File: src/rtl/fighter_anim_compositor.sv
// ---------------------------------------------------------------------------
// fighter_anim_compositor
//
// Overlays a 96x64 fighter sprite on the OLED background stream and
// sequences the punch animation.
//
// Pixel path (two-stage, one pixel per clock, no stalls):
//   stage 1 : pixel_index -> sprite-local coordinates -> sprite_index,
//             in-range flag and background colour registered together
//   stage 2 : rom_colour (from the ROM addressed by sprite_index) or the
//             delayed background, chosen per transparency -> oled_data
//
// Animation FSM: IDLE -> WINDUP -> STRIKE -> RECOVER -> IDLE, each non-idle
// state held for HOLD_FRAMES OLED frames, advancing only on frame_begin.
//
// Parameters
//   HOLD_FRAMES  frames each non-idle state is held (1..15)
//   TRANSPARENT  sprite ROM colour that lets the background through
//
// Ports
//   clk           system clock
//   reset         synchronous active-high reset
//   pixel_index   OLED scan index 0..6143 (x = idx mod 96, y = idx div 96)
//   frame_begin   one-cycle pulse at the start of every OLED frame
//   bg_colour     RGB565 background for the current pixel_index
//   off_x/off_y   signed sprite offset, latched on frame_begin
//   facing_left   mirror the sprite horizontally, latched on frame_begin
//   punch_req     one-cycle punch request
//   rom_colour    combinational colour from the selected sprite ROM
//   sprite_index  registered ROM address (native 96x64 coordinates)
//   frame_sel     ROM select: 0 idle, 1 windup/recover, 2 strike
//   oled_data     registered composited RGB565 pixel
//   hit_active    high while the STRIKE state is current
//   busy          high while animating or a punch is pending
// ---------------------------------------------------------------------------
module fighter_anim_compositor #(
  parameter int unsigned HOLD_FRAMES = 4,
  parameter logic [15:0] TRANSPARENT = 16'h0000
) (
  input  logic              clk,
  input  logic              reset,
  input  logic [12:0]       pixel_index,
  input  logic              frame_begin,
  input  logic [15:0]       bg_colour,
  input  logic signed [7:0] off_x,
  input  logic signed [6:0] off_y,
  input  logic              facing_left,
  input  logic              punch_req,
  input  logic [15:0]       rom_colour,
  output logic [12:0]       sprite_index,
  output logic [1:0]        frame_sel,
  output logic [15:0]       oled_data,
  output logic              hit_active,
  output logic              busy
);

  localparam int          DATA_W  = 16;
  localparam logic [3:0]  HOLD_M1 = 4'(HOLD_FRAMES - 1);

  typedef enum logic [1:0] {
    S_IDLE    = 2'd0,
    S_WINDUP  = 2'd1,
    S_STRIKE  = 2'd2,
    S_RECOVER = 2'd3
  } state_t;

  // Transparent sprite pixels and off-sprite pixels both show the background.
  function automatic logic [DATA_W-1:0] f_composite(
    input logic              in_range,
    input logic [DATA_W-1:0] sprite,
    input logic [DATA_W-1:0] bg
  );
    return (in_range && (sprite != TRANSPARENT)) ? sprite : bg;
  endfunction

  // Frame-stable sprite placement.
  logic signed [7:0] r_off_x_l;
  logic signed [6:0] r_off_y_l;
  logic              r_facing_l;

  always_ff @(posedge clk) begin
    if (reset) begin
      r_off_x_l  <= '0;
      r_off_y_l  <= '0;
      r_facing_l <= 1'b0;
    end else if (frame_begin) begin
      r_off_x_l  <= off_x;
      r_off_y_l  <= off_y;
      r_facing_l <= facing_left;
    end
  end

  // ---- stage 0 -> 1 : screen coordinates to sprite-local coordinates ----
  // 9-bit signed holds every x - off_x, its mirror and y - off_y without wrap.
  logic signed [8:0] w_x;
  logic signed [8:0] w_y;
  logic signed [8:0] w_rx_raw;
  logic signed [8:0] w_rx;
  logic signed [8:0] w_ry;
  logic              w_in_range;
  logic [12:0]       w_idx;

  assign w_x        = 9'(pixel_index % 13'd96);
  assign w_y        = 9'(pixel_index / 13'd96);
  assign w_rx_raw   = w_x - $signed({r_off_x_l[7], r_off_x_l});
  assign w_ry       = w_y - $signed({{2{r_off_y_l[6]}}, r_off_y_l});
  assign w_rx       = r_facing_l ? (9'sd95 - w_rx_raw) : w_rx_raw;
  assign w_in_range = (w_rx >= 9'sd0) && (w_rx <= 9'sd95) &&
                      (w_ry >= 9'sd0) && (w_ry <= 9'sd63);
  assign w_idx      = 13'(w_ry[5:0]) * 13'd96 + 13'(w_rx[6:0]);

  logic [12:0]       r_sprite_index_p1;
  logic              r_in_range_p1;
  logic [DATA_W-1:0] r_bg_p1;

  always_ff @(posedge clk) begin
    if (reset) begin
      r_sprite_index_p1 <= '0;
      r_in_range_p1     <= 1'b0;
    end else begin
      r_sprite_index_p1 <= w_in_range ? w_idx : 13'd0;
      r_in_range_p1     <= w_in_range;
    end
  end

  always_ff @(posedge clk) begin
    r_bg_p1 <= bg_colour;
  end

  // ---- stage 1 -> 2 : composite ROM colour over background ----
  logic [DATA_W-1:0] r_oled_p2;

  always_ff @(posedge clk) begin
    if (reset) begin
      r_oled_p2 <= '0;
    end else begin
      r_oled_p2 <= f_composite(r_in_range_p1, rom_colour, r_bg_p1);
    end
  end

  assign sprite_index = r_sprite_index_p1;
  assign oled_data    = r_oled_p2;

  // Animation sequencer. Outputs are registered from the next state so they
  // switch on the same edge as the state itself.
  state_t     r_state;
  state_t     w_state_n;
  logic       r_pending;
  logic       w_pending_n;
  logic [3:0] r_cnt;
  logic [3:0] w_cnt_n;
  logic [1:0] r_frame_sel;
  logic [1:0] w_frame_sel_n;
  logic       r_hit;
  logic       w_hit_n;
  logic       r_busy;
  logic       w_busy_n;

  always_ff @(posedge clk) begin
    if (reset) begin
      r_state     <= S_IDLE;
      r_pending   <= 1'b0;
      r_cnt       <= '0;
      r_frame_sel <= 2'd0;
      r_hit       <= 1'b0;
      r_busy      <= 1'b0;
    end else begin
      r_state     <= w_state_n;
      r_pending   <= w_pending_n;
      r_cnt       <= w_cnt_n;
      r_frame_sel <= w_frame_sel_n;
      r_hit       <= w_hit_n;
      r_busy      <= w_busy_n;
    end
  end

  always_comb begin
    w_state_n   = r_state;
    w_pending_n = r_pending;
    w_cnt_n     = r_cnt;
    unique case (r_state)
      S_IDLE: begin
        // A request arriving on the frame_begin cycle starts immediately.
        if (frame_begin && (r_pending || punch_req)) begin
          w_state_n   = S_WINDUP;
          w_pending_n = 1'b0;
          w_cnt_n     = HOLD_M1;
        end else if (punch_req) begin
          w_pending_n = 1'b1;
        end
      end
      default: begin
        // Requests are dropped while animating; nothing is queued.
        if (frame_begin) begin
          if (r_cnt != 4'd0) begin
            w_cnt_n = r_cnt - 4'd1;
          end else begin
            w_cnt_n = HOLD_M1;
            unique case (r_state)
              S_WINDUP: w_state_n = S_STRIKE;
              S_STRIKE: w_state_n = S_RECOVER;
              default:  w_state_n = S_IDLE;
            endcase
          end
        end
      end
    endcase

    w_frame_sel_n = 2'd0;
    unique case (w_state_n)
      S_WINDUP:  w_frame_sel_n = 2'd1;
      S_STRIKE:  w_frame_sel_n = 2'd2;
      S_RECOVER: w_frame_sel_n = 2'd1;
      default:   w_frame_sel_n = 2'd0;
    endcase
    w_hit_n  = (w_state_n == S_STRIKE);
    w_busy_n = (w_state_n != S_IDLE) || w_pending_n;
  end

  assign frame_sel  = r_frame_sel;
  assign hit_active = r_hit;
  assign busy       = r_busy;

endmodule

File: config.mk
export PLATFORM = sky130hd
export DESIGN_NAME = fighter_anim_compositor
export DESIGN_NICKNAME = d
export VERILOG_FILES = /design/src/rtl/fighter_anim_compositor.sv
export SDC_FILE = /design/constraint.sdc
export NUM_CORES = 1
export LEC_CHECK = 0
export CAP_MARGIN = 20
export CORE_MARGIN = 2
export CORE_UTILIZATION = 35
export DETAILED_ROUTE_END_ITERATION = 8
export GPL_TIMING_DRIVEN = 0
export SLEW_MARGIN = 10
export SYNTH_ARGS = -nofsm -noshare
export SYNTH_HDL_FRONTEND = slang
export SYNTH_SLANG_ARGS = --single-unit
export TNS_END_PERCENT = 1
File: constraint.sdc
create_clock -name clk -period 7.5 [get_ports clk]
set_clock_uncertainty 0.05 [all_clocks]
set_input_delay 1.125 -clock clk [delete_from_list [all_inputs] [get_ports clk]]
set_output_delay 1.125 -clock clk [all_outputs]
set_load 0.02 [all_outputs]
Word-level counts from Yosys, hierarchy flattened. Cells that the tools add are included.

Bits in registers: 73. Output and inout bits: 33. Word-level logic and storage cells: 62.

$add $sub $neg: 5. Multipliers: 1. Div/mod/pow operators: 2. Order comparisons: 4. Eq/ne operators: 6. Mux-type cells: 15. Bitwise gates (word level): 1. Reduce and logical (&&, ||, !) cells: 15.

Operators by type and width (count): 9-bit by 1-bit greater-or-equal comparator with 1-bit output (second input constant) (2); 16-bit 2-to-1 mux (1); 4-bit 2-to-1 mux (4); 16-bit nonzero test (1); 13-bit by 7-bit adder with 13-bit output (1); 13-bit by 7-bit divider with 13-bit output (second input constant) (1); 13-bit by 7-bit modulo with 13-bit output (second input constant) (1); 9-bit by 7-bit less-or-equal comparator with 1-bit output (second input constant) (1); 9-bit by 8-bit less-or-equal comparator with 1-bit output (second input constant) (1); 9-bit 2-to-1 mux (1); 8-bit by 9-bit subtractor with 9-bit output (first input constant) (1); 9-bit by 7-bit subtractor with 9-bit output (1); 9-bit by 8-bit subtractor with 9-bit output (1); 6-bit by 2-bit multiplier with 8-bit output (second input constant) (1); 2-bit 2-to-1 mux (4); 2-bit one-hot mux with 2 select lines (2); 2-bit equality test (second input constant) (3); 1-bit logical AND (5); 2-bit by 1-bit equality test with 1-bit output (second input constant) (2); 2-bit nonzero test (2); 4-bit nonzero test (1); 2-bit OR reduction (2); 4-bit by 1-bit subtractor with 4-bit output (second input constant) (1); 1-bit 2-to-1 mux (3); other kinds (5) (6).

Longest topological paths before layout.
Word-level depth: 10. Gate-level depth with buffers: 24.

Least setup slack after synthesis. Ideal clock, no wire load.

Kind: input -> register. Start: input pixel_index[11]. End: register r_sprite_index_p1[11], in the netlist sprite_index[11]. Library setup time: 0.115 ns. Data arrival time: 5.472 ns. Required time: 7.335 ns. Setup slack: 1.863 ns. Cell stages on the path: 19. Buffers on the path: 1. Cells stage by stage: buf_2 -> or2_1 -> mux2i_2 -> a22oi_1 -> o221ai_1 -> mux2_2 -> o21ai_0 -> ha_1 -> and3_1 -> a221oi_2 -> xor2_1 -> inv_1 -> ha_1 -> mux2_4 -> fa_1 -> nor3b_1 -> nand3_1 -> xnor2_1 -> nor2_2.

Cells in the longest elaborated chain, start to end: 10.

Ends and longest elaborated chain: from (decl) (line 42) `input logic [12:0] pixel_index,`; parallel branches: the longest is 10 deep, another holds 13-bit by 7-bit divider with 13-bit output; to (signal assigned) (line 121) `r_sprite_index_p1 <= w_in_range ? w_idx : 13'd0;`; to (decl) (line 112) `logic [12:0] r_sprite_index_p1;`.

Parallel ways; which one is timed is not known. A chain may end at the register's enable or synchronous reset.

Worst setup path in the final report.
Start: input pixel_index[8]. End: register r_sprite_index_p1[11], in the netlist sprite_index[11].

Same word-level chain as after synthesis.

==> out/summary.md <==
The flow ran to the end, and the final reports show no timing, DRC or antenna violations. Once detail routing completed, the nets flagged for antenna violations numbered 0. Setup violations remaining at the end of the flow were counted as 0. The H-tree was split into 3 levels. After synthesis the netlist holds a flip-flop and latch count of 71. The number of port buffers is 91.

The critical path goes through clkdlybuf4s50_1, nand2b_1, or3_1, nand2_1, o21ai_0, o221ai_1, mux2_2, o21ai_0, ha_1, and3_1, a221oi_2, xor2_1, inv_1, ha_1, mux2_4, fa_1, nor3b_1, nand3_1, xnor2_1, nor2_2. From bottom edge to top edge, the die measures 110 microns. Maximum VDD drop: 97.7 uV. The core region is 10,900 sq um. Entering global routing, the biggest net connects 15 pins.

The maximum number of buffers from clock root to sink came out at 2. Hold repair after CTS inserted 0 buffers. Delay of the slowest cell on the worst path: 0.50 ns.

The tools report the category of the worst setup path capture point as a flip-flop. The highest-delay cell along the critical path is clkdlybuf4s50_1. For the number of global-route vias before repair, the log shows 3,221.

The smallest clock period supported by the final layout is computed as 6.24 ns. The tightest min-delay check is of the flip-flop to flip-flop type. The worst setup path is of the input port to flip-flop kind. For the part of the Yosys area used for sequential elements, the log shows 36.1%. For the clock latency on the worst-skew pair, the log shows 0.36 ns. After layout, the worst path uses 83.2% of the clock period. Setup repair after global routing left no endpoint under its margin. The routed layout has 3,416 vias.

For this run, the total global-route usage over all layers was measured as 15.7%. By area the synthesized netlist is led by dfxtp_1 36%, ha_1 9.5%, mux2i_1 5.1%, nand2_1 5.1%, a21oi_1 4.3%. TritonCTS created 9 clock buffers. The first global-routing pass estimated 14,800 microns of wire. The routed via count divided by cell count came out at 4.83. The tools report the final max-slew violation count as 0. The number of antenna diodes in the final layout is 0. The number of hold-slack violations in the final timing report was 0.

Fraction of layout cells with a size suffix above 1: 7.94%. The area fraction of the dominant cell type after synthesis came out at 36.1%. Yosys mapped a number of flops with a built-in enable equal to 0. For this run, the leading register cell type out of synthesis is dfxtp_1. Global routing finished with a remaining overflow of 0.

After floorplanning, the core was divided into 38 placement rows. After clock tree synthesis, the setup repair step added 0 buffers. The analysis attributes to cell leakage a power of 2.19 nW.

The area growth from synthesis to layout was 33.4%. Data arrives at the worst endpoint at 6.44 ns. Before antenna repair, the detailed router went through 4 iterations. At the end of routability-driven placement, the weighted congestion stood at 0.856. In the final timing run, aggregate negative setup slack is 0 ns.

On the critical path the largest part of the delay comes from simple AND/OR/NAND/NOR gates. The initial utilization of the core area, before any placement, comes to 36.2%. In this run the worst path has a maximum fanout of 7. The root cell of the clock tree was clkbuf_8. For the pin with the worst max-slew slack, the measured transition is 0.721 ns. The worst path buffer plus inverter count is 2. The HPWL after detailed placement is 7080 microns. STA classifies the critical path startpoint as an input port.

TritonCTS built the clock tree. The cell count after synthesis came out at 460. For the routed wire length, the log shows 8890 microns. For the number of DRC violations after detailed routing, the log shows 0. The logs give 3940 sq um for the post-synth design cell area and 140 for the first-iteration detailed-routing DRC count. The run gives 7.71 ns as the required time reported for the critical path endpoint. The netlist uses 59 different library cells. Dividing the detail-routed wire length by the instance count gives 12.6 microns. Measured against its own limit, the worst slew margin works out to 51.9%. The tools report the number of sinks driven by the clock tree as 71. The average instance in the mapped netlist occupies 8.56 sq um. From left edge to right edge, the die measures 110 microns. Setup slack on the critical path of the routed design comes to 1.26 ns.

For the number of gates resized after cts, the log shows 0. For the post-placement setup slack, the log shows 0.865 ns. For this run, the top clock speed supported by timing is 0.160 GHz. The fraction of synthesis flops using an asynchronous set or reset pin came out at 0%.

The full die area is 12,100 sq um. The run gives 661 as the final-stage net count. After clock tree synthesis, the clock-pin slew on the worst setup and hold paths is 0.09 ns. Pin placement for this block handled 98 I/O pins. When the netlist entered floorplanning its net count stood at 559. The initial antenna violation count came out at 0. The power per cell area was 241 nW/um^2. dfxtp_1 takes more of the synthesized area than any other cell. For the count of synthesis-stage warnings from yosys, the log shows 0.

Across the run, the number of max-cap violations was 0.
## cells in the final DEF (no fill, tap or decap), types with 3 or more instances in the layout
cell type	n
a211oi_1	5
a21o_1	7
a21oi_1	34
a22oi_1	3
and2_1	4
buf_1	5
buf_2	3
clkbuf_1	11
clkbuf_8	9
clkdlybuf4s50_1	91
dfxtp_1	71
fa_1	4
ha_1	30
inv_1	39
mux2i_1	20
nand2_1	53
nand2b_1	8
nand3_1	8
nor2_1	37
nor2_2	9
nor2b_1	3
nor3_1	8
nor4_1	5
o21a_1	4
o21ai_0	14
o22ai_1	3
or3_1	4
xnor2_1	18
xor2_1	8
## routing by layer
| metal | GRT usage (%) | vias to the layer above | part of all wire (%) |
|---|---|---|---|
| met5 | 0 | - | 0 |
| met4 | 6.87 | 0 | 2.5 |
| met3 | 3.41 | 18 | 5.6 |
| met2 | 24.4 | 82 | 44 |
| met1 | 21.0 | 1554 | 48 |
| li1 | - | 1762 | - |
## final cells by class
class,instances,area (sq um)
plain buffers,22,101
clock inverters,7,104
fillers,1051,5640
flip-flops and latches,71,1420
repair buffers,91,911
multi-input cells,328,2270
well taps,140,175
inverters,39,146
clock buffers,9,124
## kinds of logic after synthesis
group | after synthesis | share of synthesized area (%)
other cells | 1 | 0.0952
mux | 25 | 6.77
flops | 71 | 36.1
simple gates | 149 | 17.7
buf+inv | 61 | 6.29
compound gates | 92 | 15.4
fa+ha+maj | 35 | 11.8
xor+xnor | 26 | 5.78
## where the power goes
group | internal, W | total (W) | switching, W
Combinational | 0.000233 | 0.000500 | 0.000267
Clock | 0.000192 | 0.000353 | 0.000161
Sequential | 0.000402 | 0.000412 | 0.00000962
## worst min-delay path, stage by stage, from the launching register on
cell and delay, ns:
dfxtp_1 0.30, nand2_1 0.05, a21oi_1 0.05
## sequential cells by signal, summed over array words and instances (netlist names)
register,count
busy,1
frame_sel,1
oled_data,16
r_bg_p1,16
r_cnt,4
r_facing_l,1
r_in_range_p1,1
r_off_x_l,8
r_off_y_l,7
r_pending,1
r_state,2
sprite_index,13
## stage by stage
step	hold slack [ns]	util [%]	cells	instance area (sq um)	power [W]
floorplan	0.372	-	460	3940	0.000795
global placement	0.375	46.1	691	5020	0.000910
detailed placement	0.378	46.1	691	5020	0.000921
CTS	0.396	48.2	707	5250	0.00128
global route	0.408	48.2	707	5250	0.00136
finish	0.387	48.2	707	5250	0.00126
## synth_stat cells, types with 2 or more instances
cell,instances
o221ai_1,2
nor2_1,37
fa_1,4
nand3_1,8
a21oi_1,34
nand2_1,53
nor4_1,5
or2_2,2
mux2_4,2
nor3b_1,2
nand4_1,2
a21o_1,7
o31ai_1,2
nor2b_1,3
nand2b_1,8
buf_2,3
o21ai_0,14
mux2_2,2
dfxtp_1,71
inv_1,39
o21a_1,4
nor2_2,9
o22ai_1,3
or3_1,4
o31a_1,2
clkbuf_1,11
xor2_1,8
buf_1,5
xnor2_1,18
a22oi_1,3
a211oi_1,5
and2_1,4
buf_4,2
nor3_1,8
ha_1,30
a31oi_1,2
mux2i_1,20
## path summary, 6_finish.rpt
kind,from,endpoint,slack [ns],cells past startpoint
min,r_bg_p1[15],oled_data[15],0.39,2
max reg2reg,r_off_x_l[1],sprite_index[11],3.78,14
min reg2reg,r_bg_p1[15],oled_data[15],0.39,2
max,pixel_index[8],sprite_index[11],1.26,20
No activity file was read; power rests on OpenSTA's default activity.
